`src/rtl/delay_meas_pkg.sv`:
```
// Shared types and constants for the delay-measurement sequencer.
//   state_t  : sequencer state encoding (3 bits)
//   CNT_W    : width of the external program/measure counter
//   CNT_ZERO : value loaded into the counter at the start of each sample
package delay_meas_pkg;

    localparam int unsigned CNT_W = 8;
    localparam logic [CNT_W-1:0] CNT_ZERO = 8'h00;

    typedef enum logic [2:0] {
        ST_IDLE = 3'd0,
        ST_LOAD = 3'd1,
        ST_WAIT = 3'd2,
        ST_GAP  = 3'd3,
        ST_DONE = 3'd4
    } state_t;

    // Subtraction that floors at zero instead of wrapping.
    function automatic logic [CNT_W-1:0] sub_sat0(input logic [CNT_W-1:0] a,
                                                  input logic [CNT_W-1:0] b);
        return (a > b) ? (a - b) : CNT_ZERO;
    endfunction

endpackage

```
`src/rtl/echo_sync_edge.sv`:
```
// Two-flop synchronizer for the asynchronous echo return, plus a delay flop
// for rising-edge detection.
//   clk, rst_n : clock, synchronous active-low reset
//   echo       : asynchronous input
//   echo_lvl   : synchronized level
//   echo_rise  : one-cycle pulse on a synchronized 0->1 transition
module echo_sync_edge (
    input  logic clk,
    input  logic rst_n,
    input  logic echo,
    output logic echo_lvl,
    output logic echo_rise
);

    logic sync1;
    logic sync2;
    logic sync3;

    always_ff @(posedge clk) begin
        if (!rst_n) begin
            sync1 <= 1'b0;
            sync2 <= 1'b0;
            sync3 <= 1'b0;
        end else begin
            sync1 <= echo;
            sync2 <= sync1;
            sync3 <= sync2;
        end
    end

    assign echo_lvl  = sync2;
    assign echo_rise = sync2 & ~sync3;

endmodule

```
`src/rtl/delay_meas_ctrl.sv`:
```
// Sequencer for the 8-bit program/measure counter: fires a launch pulse,
// clears and runs the counter, stops it on the first synchronized echo rise,
// averages 2**NSAMP_LOG2 samples or aborts when the counter reaches TIMEOUT.
//   clk, rst_n : clock, synchronous active-low reset
//   ena        : design enable, low forces IDLE
//   start      : run request, sampled in IDLE only
//   echo       : asynchronous return signal
//   cnt_q      : current counter value
//   cnt_load   : counter load strobe;  cnt_ld_val : load value (constant zero)
//   cnt_en     : counter enable (drops in the same cycle as the echo edge)
//   launch     : one-cycle launch pulse per sample
//   busy       : run in progress
//   valid      : result valid (level);  timeout : last run aborted (level)
//   result     : averaged delay in clk cycles
module delay_meas_ctrl
    import delay_meas_pkg::*;
#(
    parameter int unsigned NSAMP_LOG2 = 2,
    parameter int unsigned OFFSET     = 1,
    parameter int unsigned TIMEOUT    = 255,
    parameter int unsigned GAP_CYC    = 4
) (
    input  logic             clk,
    input  logic             rst_n,
    input  logic             ena,
    input  logic             start,
    input  logic             echo,
    input  logic [CNT_W-1:0] cnt_q,
    output logic             cnt_load,
    output logic [CNT_W-1:0] cnt_ld_val,
    output logic             cnt_en,
    output logic             launch,
    output logic             busy,
    output logic             valid,
    output logic             timeout,
    output logic [CNT_W-1:0] result
);

    localparam int unsigned ACC_W = CNT_W + NSAMP_LOG2;
    localparam int unsigned SC_W  = (NSAMP_LOG2 > 0) ? NSAMP_LOG2 : 1;
    localparam int unsigned GAP_W = 4;

    localparam logic [SC_W-1:0]  SC_LAST   = SC_W'((1 << NSAMP_LOG2) - 1);
    localparam logic [CNT_W-1:0] OFFSET_V  = CNT_W'(OFFSET);
    localparam logic [CNT_W-1:0] TIMEOUT_V = CNT_W'(TIMEOUT);
    localparam logic [GAP_W-1:0] GAP_V     = GAP_W'(GAP_CYC);

    state_t            state;
    logic [ACC_W-1:0]  acc;
    logic [ACC_W-1:0]  acc_next;
    logic [SC_W-1:0]   sample_cnt;
    logic [GAP_W-1:0]  gap_cnt;
    logic              to_hit;
    logic              echo_lvl;
    logic              echo_rise;
    logic [CNT_W-1:0]  avg;

    echo_sync_edge u_sync (
        .clk       (clk),
        .rst_n     (rst_n),
        .echo      (echo),
        .echo_lvl  (echo_lvl),
        .echo_rise (echo_rise)
    );

    assign cnt_ld_val = CNT_ZERO;

    // Stop the counter in the very cycle the edge is seen so it freezes on the capture.
    assign cnt_en = (state == ST_WAIT) & ~echo_rise;

    assign acc_next = acc + ACC_W'(sub_sat0(cnt_q, OFFSET_V));
    assign avg      = CNT_W'(acc >> NSAMP_LOG2);

    // Sequencer state and registered outputs.
    always_ff @(posedge clk) begin
        if (!rst_n) begin
            state      <= ST_IDLE;
            acc        <= '0;
            sample_cnt <= '0;
            gap_cnt    <= '0;
            to_hit     <= 1'b0;
            cnt_load   <= 1'b0;
            launch     <= 1'b0;
            busy       <= 1'b0;
            valid      <= 1'b0;
            timeout    <= 1'b0;
            result     <= CNT_ZERO;
        end else if (!ena) begin
            state    <= ST_IDLE;
            cnt_load <= 1'b0;
            launch   <= 1'b0;
            busy     <= 1'b0;
        end else begin
            case (state)
                ST_IDLE: begin
                    if (start) begin
                        state      <= ST_LOAD;
                        cnt_load   <= 1'b1;
                        launch     <= 1'b1;
                        busy       <= 1'b1;
                        valid      <= 1'b0;
                        timeout    <= 1'b0;
                        to_hit     <= 1'b0;
                        acc        <= '0;
                        sample_cnt <= '0;
                    end
                end
                ST_LOAD: begin
                    cnt_load <= 1'b0;
                    launch   <= 1'b0;
                    state    <= ST_WAIT;
                end
                ST_WAIT: begin
                    // An edge wins over a simultaneous timeout.
                    if (echo_rise) begin
                        acc <= acc_next;
                        if (sample_cnt == SC_LAST) begin
                            state <= ST_DONE;
                        end else begin
                            sample_cnt <= sample_cnt + SC_W'(1);
                            gap_cnt    <= '0;
                            state      <= ST_GAP;
                        end
                    end else if (cnt_q == TIMEOUT_V) begin
                        to_hit <= 1'b1;
                        state  <= ST_DONE;
                    end
                end
                ST_GAP: begin
                    if (gap_cnt != '1) begin
                        gap_cnt <= gap_cnt + GAP_W'(1);
                    end
                    // Echo must have returned low so the next sample sees a fresh edge.
                    if ((gap_cnt >= GAP_V) && !echo_lvl) begin
                        state    <= ST_LOAD;
                        cnt_load <= 1'b1;
                        launch   <= 1'b1;
                    end
                end
                ST_DONE: begin
                    busy    <= 1'b0;
                    valid   <= 1'b1;
                    timeout <= to_hit;
                    result  <= to_hit ? 8'hFF : avg;
                    state   <= ST_IDLE;
                end
                default: begin
                    state <= ST_IDLE;
                end
            endcase
        end
    end

endmodule

```
`config.mk`:
```
export PLATFORM = sky130hd
export DESIGN_NAME = delay_meas_ctrl
export DESIGN_NICKNAME = d
export VERILOG_FILES = /design/src/rtl/delay_meas_pkg.sv /design/src/rtl/echo_sync_edge.sv /design/src/rtl/delay_meas_ctrl.sv
export SDC_FILE = /design/constraint.sdc
export NUM_CORES = 1
export LEC_CHECK = 0
export ABC_AREA = 1
export ABC_CLOCK_PERIOD_IN_PS = 2700
export CORE_MARGIN = 8
export CORE_UTILIZATION = 48
export DETAILED_ROUTE_END_ITERATION = 12
export HOLD_SLACK_MARGIN = 0.1
export PLACE_DENSITY_LB_ADDON = 0.2
export SLEW_MARGIN = 20
export SYNTH_ARGS = -nofsm -noshare
export SYNTH_HDL_FRONTEND = slang
export SYNTH_SLANG_ARGS = --single-unit
```
`constraint.sdc`:
```
create_clock -name clk -period 2.7 [get_ports clk]
set_input_delay 0.81 -clock clk [delete_from_list [all_inputs] [get_ports clk]]
set_output_delay 0.81 -clock clk [all_outputs]
set_load 0.005 [all_outputs]
```
==> results.ini, run 1 <==
[setup_path]
cp.arrival_ns = 2.76
start_kind = input port
setup.worst_path.end_class = register
cp_slowest_stage_delay_ns = 0.34
cpMaxStageDelayCell = sky130_fd_sc_hd__fa_2
timing.critical_path.buf_inv = 5
critical-path-top-cell-by-count = sky130_fd_sc_hd__nor2_1
cell_family_with_the_largest_share_of_critical_path_delay = adder cells
cp_cell_sequence = buf_2 -> inv_2 -> ha_4 -> o21ai_4 -> nor4_4 -> buf_4 -> nor2_2 -> ha_2 -> inv_1 -> fa_2 -> inv_2 -> nand2_1 -> nand3_2 -> xor2_1 -> nor2_1 -> nor2_1 -> nor2_1
worstSetupPathType = input port to register
worst-endpoint-required_ns = 2.86
timing.critical_path.fanout_max = 4

[timing]
tightest_slew_ns = 0.511
report.final.setup_viol = 0
worst_slack_ns = 0.0986
post-route-period-util = 0.963
number_of_failing_hold_endpoints_at_the_final_stage = 0
fmax_mhz = 384
post-route-min-period_ns = 2.60
summed_negative_setup_slack_over_all_endpoints_ns = 0
slew_violations = 0
rsz0062_at_grt = no
relSlewSlack = 0.659
clock-skew-final_ns = 0.00303

[logic_synthesis]
async_reset_ff_frac = 0
seq_area_frac_synth = 0.318
ys.warnings.count = 0
post_synth.cell_area_avg_sq_um = 6.70
synth_cell_types = 32
synth_enable_flop_cells = 0
dominantRegCellSynth = sky130_fd_sc_hd__dfxtp_1
syn_area_sq_um = 2210
synth.ff_latch_count = 35
synth_cells = 329

[drt]
detail_route.iter0.violations = 77
wire_per_inst_um = 12.6
detail_route.first_pass.iterations = 4
route.antenna.remaining_nets = 0
num_vias = 2185
via_to_cell_ratio = 5.01
totalWireLength_um = 5500
route.detailed.drc = 0

[pwr]
max-vdd-ir-drop_v = 0.000332
power_frac_seq = 0.478
switching_share = 0.269
static-leakage-power_nw = 1.41
internal_power_uw = 819
power_density_over_the_cells_nw_per_um2 = 378
pwr-share-clk = 0.338
net-switching-power_uw = 301
part_of_the_total_power_dissipated_in_combinational_logic = 0.184

[final_layout]
fraction_of_final_layout_cells_sized_beyond_drive_strength_1 = 0.253
insertedDiodeCount = 0
nets = 411
mostFrequentLayoutCells = sky130_fd_sc_hd__nand2_1, sky130_fd_sc_hd__nor2_1, sky130_fd_sc_hd__dfxtp_1
final_common_cell = sky130_fd_sc_hd__nand2_1
fillerInstances = 358
multiInputGateArea_sq_um = 1470
area_growth_pct = 34.5
layout.area.seq_sq_um = 701

[grt]
global_route_wire_length_before_repair_um = 9120
grt_use_total = 0.153
grt_start_max_net_pins = 15
grt_antenna_before_repair = 0
number_of_global_route_vias_before_repair = 2056
grt_overflow = 0

[hold_path]
worst_hold_check_path_type = register to register

[clock_tree]
clock_sink_count = 35
clockRootBuffer = sky130_fd_sc_hd__clkbuf_8
depth_of_the_cts_h_tree = 2
cts_buffer_depth = 2
tritoncts = done
post_cts_hold_buffer_count = 0
insertion_delay_ns = 0.29
cts_made_buffers = 5
cts.clk_slew.worst_paths_ns = 0.07

[floorplan]
die_h_um = 83.8
initial_utilization = 0.503
design.portCount = 35
rows = 24
floorplan.die_area_sq_um = 7020
coreArea_sq_um = 4380
die_x_um = 83.8

[status]
status = completed

[placement]
gp_congestion = 0.894
placement.io_buffers = 26
dp_worst_setup_slack_ns = -0.656
post-dp-hpwl_um = 3970

[job]
max_cap_violations = 0

path summary, 6_finish.rpt:
| kind | from | endpoint | slack (ns) | depth (start not counted) |
|---|---|---|---|---|
| min reg2reg | u_sync.sync1 | u_sync.echo_lvl | 0.42 | 2 |
| min | u_sync.sync1 | u_sync.echo_lvl | 0.42 | 2 |
| max | cnt_q[0] | acc[4] | 0.1 | 17 |
| max reg2reg | acc[0] | acc[4] | 1.14 | 10 |
power groups by stage:
| stage | Clock [mW] | Combinational [mW] | Sequential (mW) |
|---|---|---|---|
| floorplan | 0 | 0.115 | 0.544 |
| global placement | 0 | 0.172 | 0.547 |
| detailed placement | 0 | 0.173 | 0.547 |
| CTS | 0.388 | 0.187 | 0.536 |
| global route | 0.413 | 0.228 | 0.537 |
| finish | 0.378 | 0.206 | 0.536 |
cell type report:
type | count | share of cell area
clock inverters | 1 | 0.00169
inverters | 44 | 0.0561
clock buffers | 6 | 0.0278
multi-input cells | 245 | 0.495
repair buffers | 53 | 0.162
well taps | 52 | 0.0219
flip-flops and latches | 35 | 0.236
sequential cells by signal, summed over array words and instances, names as in the netlist:
name,cells
u_sync.sync3,1
valid,1
sample_cnt,2
timeout,1
launch,1
result,8
gap_cnt,4
acc,10
u_sync.echo_lvl,1
state,3
to_hit,1
u_sync.sync1,1
busy,1
through the flow:
| step | total power, mW | area [sq um] | std cells | hold WS [ns] | utilization |
|---|---|---|---|---|---|
| after floorplan | 0.658 | 2230 | 336 | 0.390 | - |
| after global placement | 0.719 | 2610 | 420 | 0.394 | 0.596 |
| after detailed placement | 0.721 | 2610 | 420 | 0.409 | 0.596 |
| after CTS | 1.11 | 2810 | 432 | 0.425 | 0.641 |
| after global routing | 1.18 | 2970 | 436 | 0.449 | 0.677 |
| final | 1.12 | 2970 | 436 | 0.419 | 0.677 |
cells by family (layout without fill, tap and decap cells):
kind of cell,Yosys count,count (layout),share of synthesized area
buffers and inverters,56,104,0.112
adder cells (fa/ha/maj),14,14,0.0828
flip-flops,35,35,0.318
other,1,8,0.00170
AO/OA/AOI/OAI,42,42,0.101
AND/OR/NAND/NOR,174,174,0.357
XOR/XNOR,7,7,0.0278
cell usage after synthesis, types with 3 or more instances:
library cell / number / share of area
sky130_fd_sc_hd__a21oi_1: 24 / 0.054
sky130_fd_sc_hd__buf_4: 9 / 0.031
sky130_fd_sc_hd__dfxtp_1: 35 / 0.32
sky130_fd_sc_hd__ha_1: 13 / 0.074
sky130_fd_sc_hd__inv_1: 38 / 0.065
sky130_fd_sc_hd__inv_2: 5 / 0.0085
sky130_fd_sc_hd__nand2_1: 74 / 0.13
sky130_fd_sc_hd__nand3_1: 27 / 0.061
sky130_fd_sc_hd__nand4_1: 4 / 0.011
sky130_fd_sc_hd__nor2_1: 45 / 0.077
sky130_fd_sc_hd__nor2_4: 3 / 0.015
sky130_fd_sc_hd__nor3_1: 10 / 0.023
sky130_fd_sc_hd__o21ai_0: 13 / 0.029
sky130_fd_sc_hd__or2_2: 3 / 0.0085
sky130_fd_sc_hd__xor2_1: 6 / 0.024
worst register-to-register path: cells and delay by family, from the launching register on:
kind                     cells  cell delay, ns
XOR/XNOR                     1            0.14
adder cells (fa/ha/maj)      2            0.53
buffers and inverters        2            0.11
flip-flops                   1            0.34
AND/OR/NAND/NOR              5            0.31
repair_timing:
action	in CTS	in global routing
pin swaps	10	25
cloned	0	0
resized for setup	21	39
endpoints found under the setup margin	9	8
buffers inserted	5	4
per-layer routing:
layer | vias up | wire length [um] | track usage
met1 | 973 | 2580 | 0.186
met4 | 0 | 114 | 0.0628
met2 | 55 | 2460 | 0.239
met3 | 13 | 353 | 0.0518
li1 | 1144 | - | -
met5 | - | 0 | 0
No activity file was read; power rests on OpenSTA's default activity.
==> run 2, diff against run 1 <==
- CAP_MARGIN: default -> 20
==> results of run 2 <==
Final layout, timing and power as in run 1 (identical DEF).
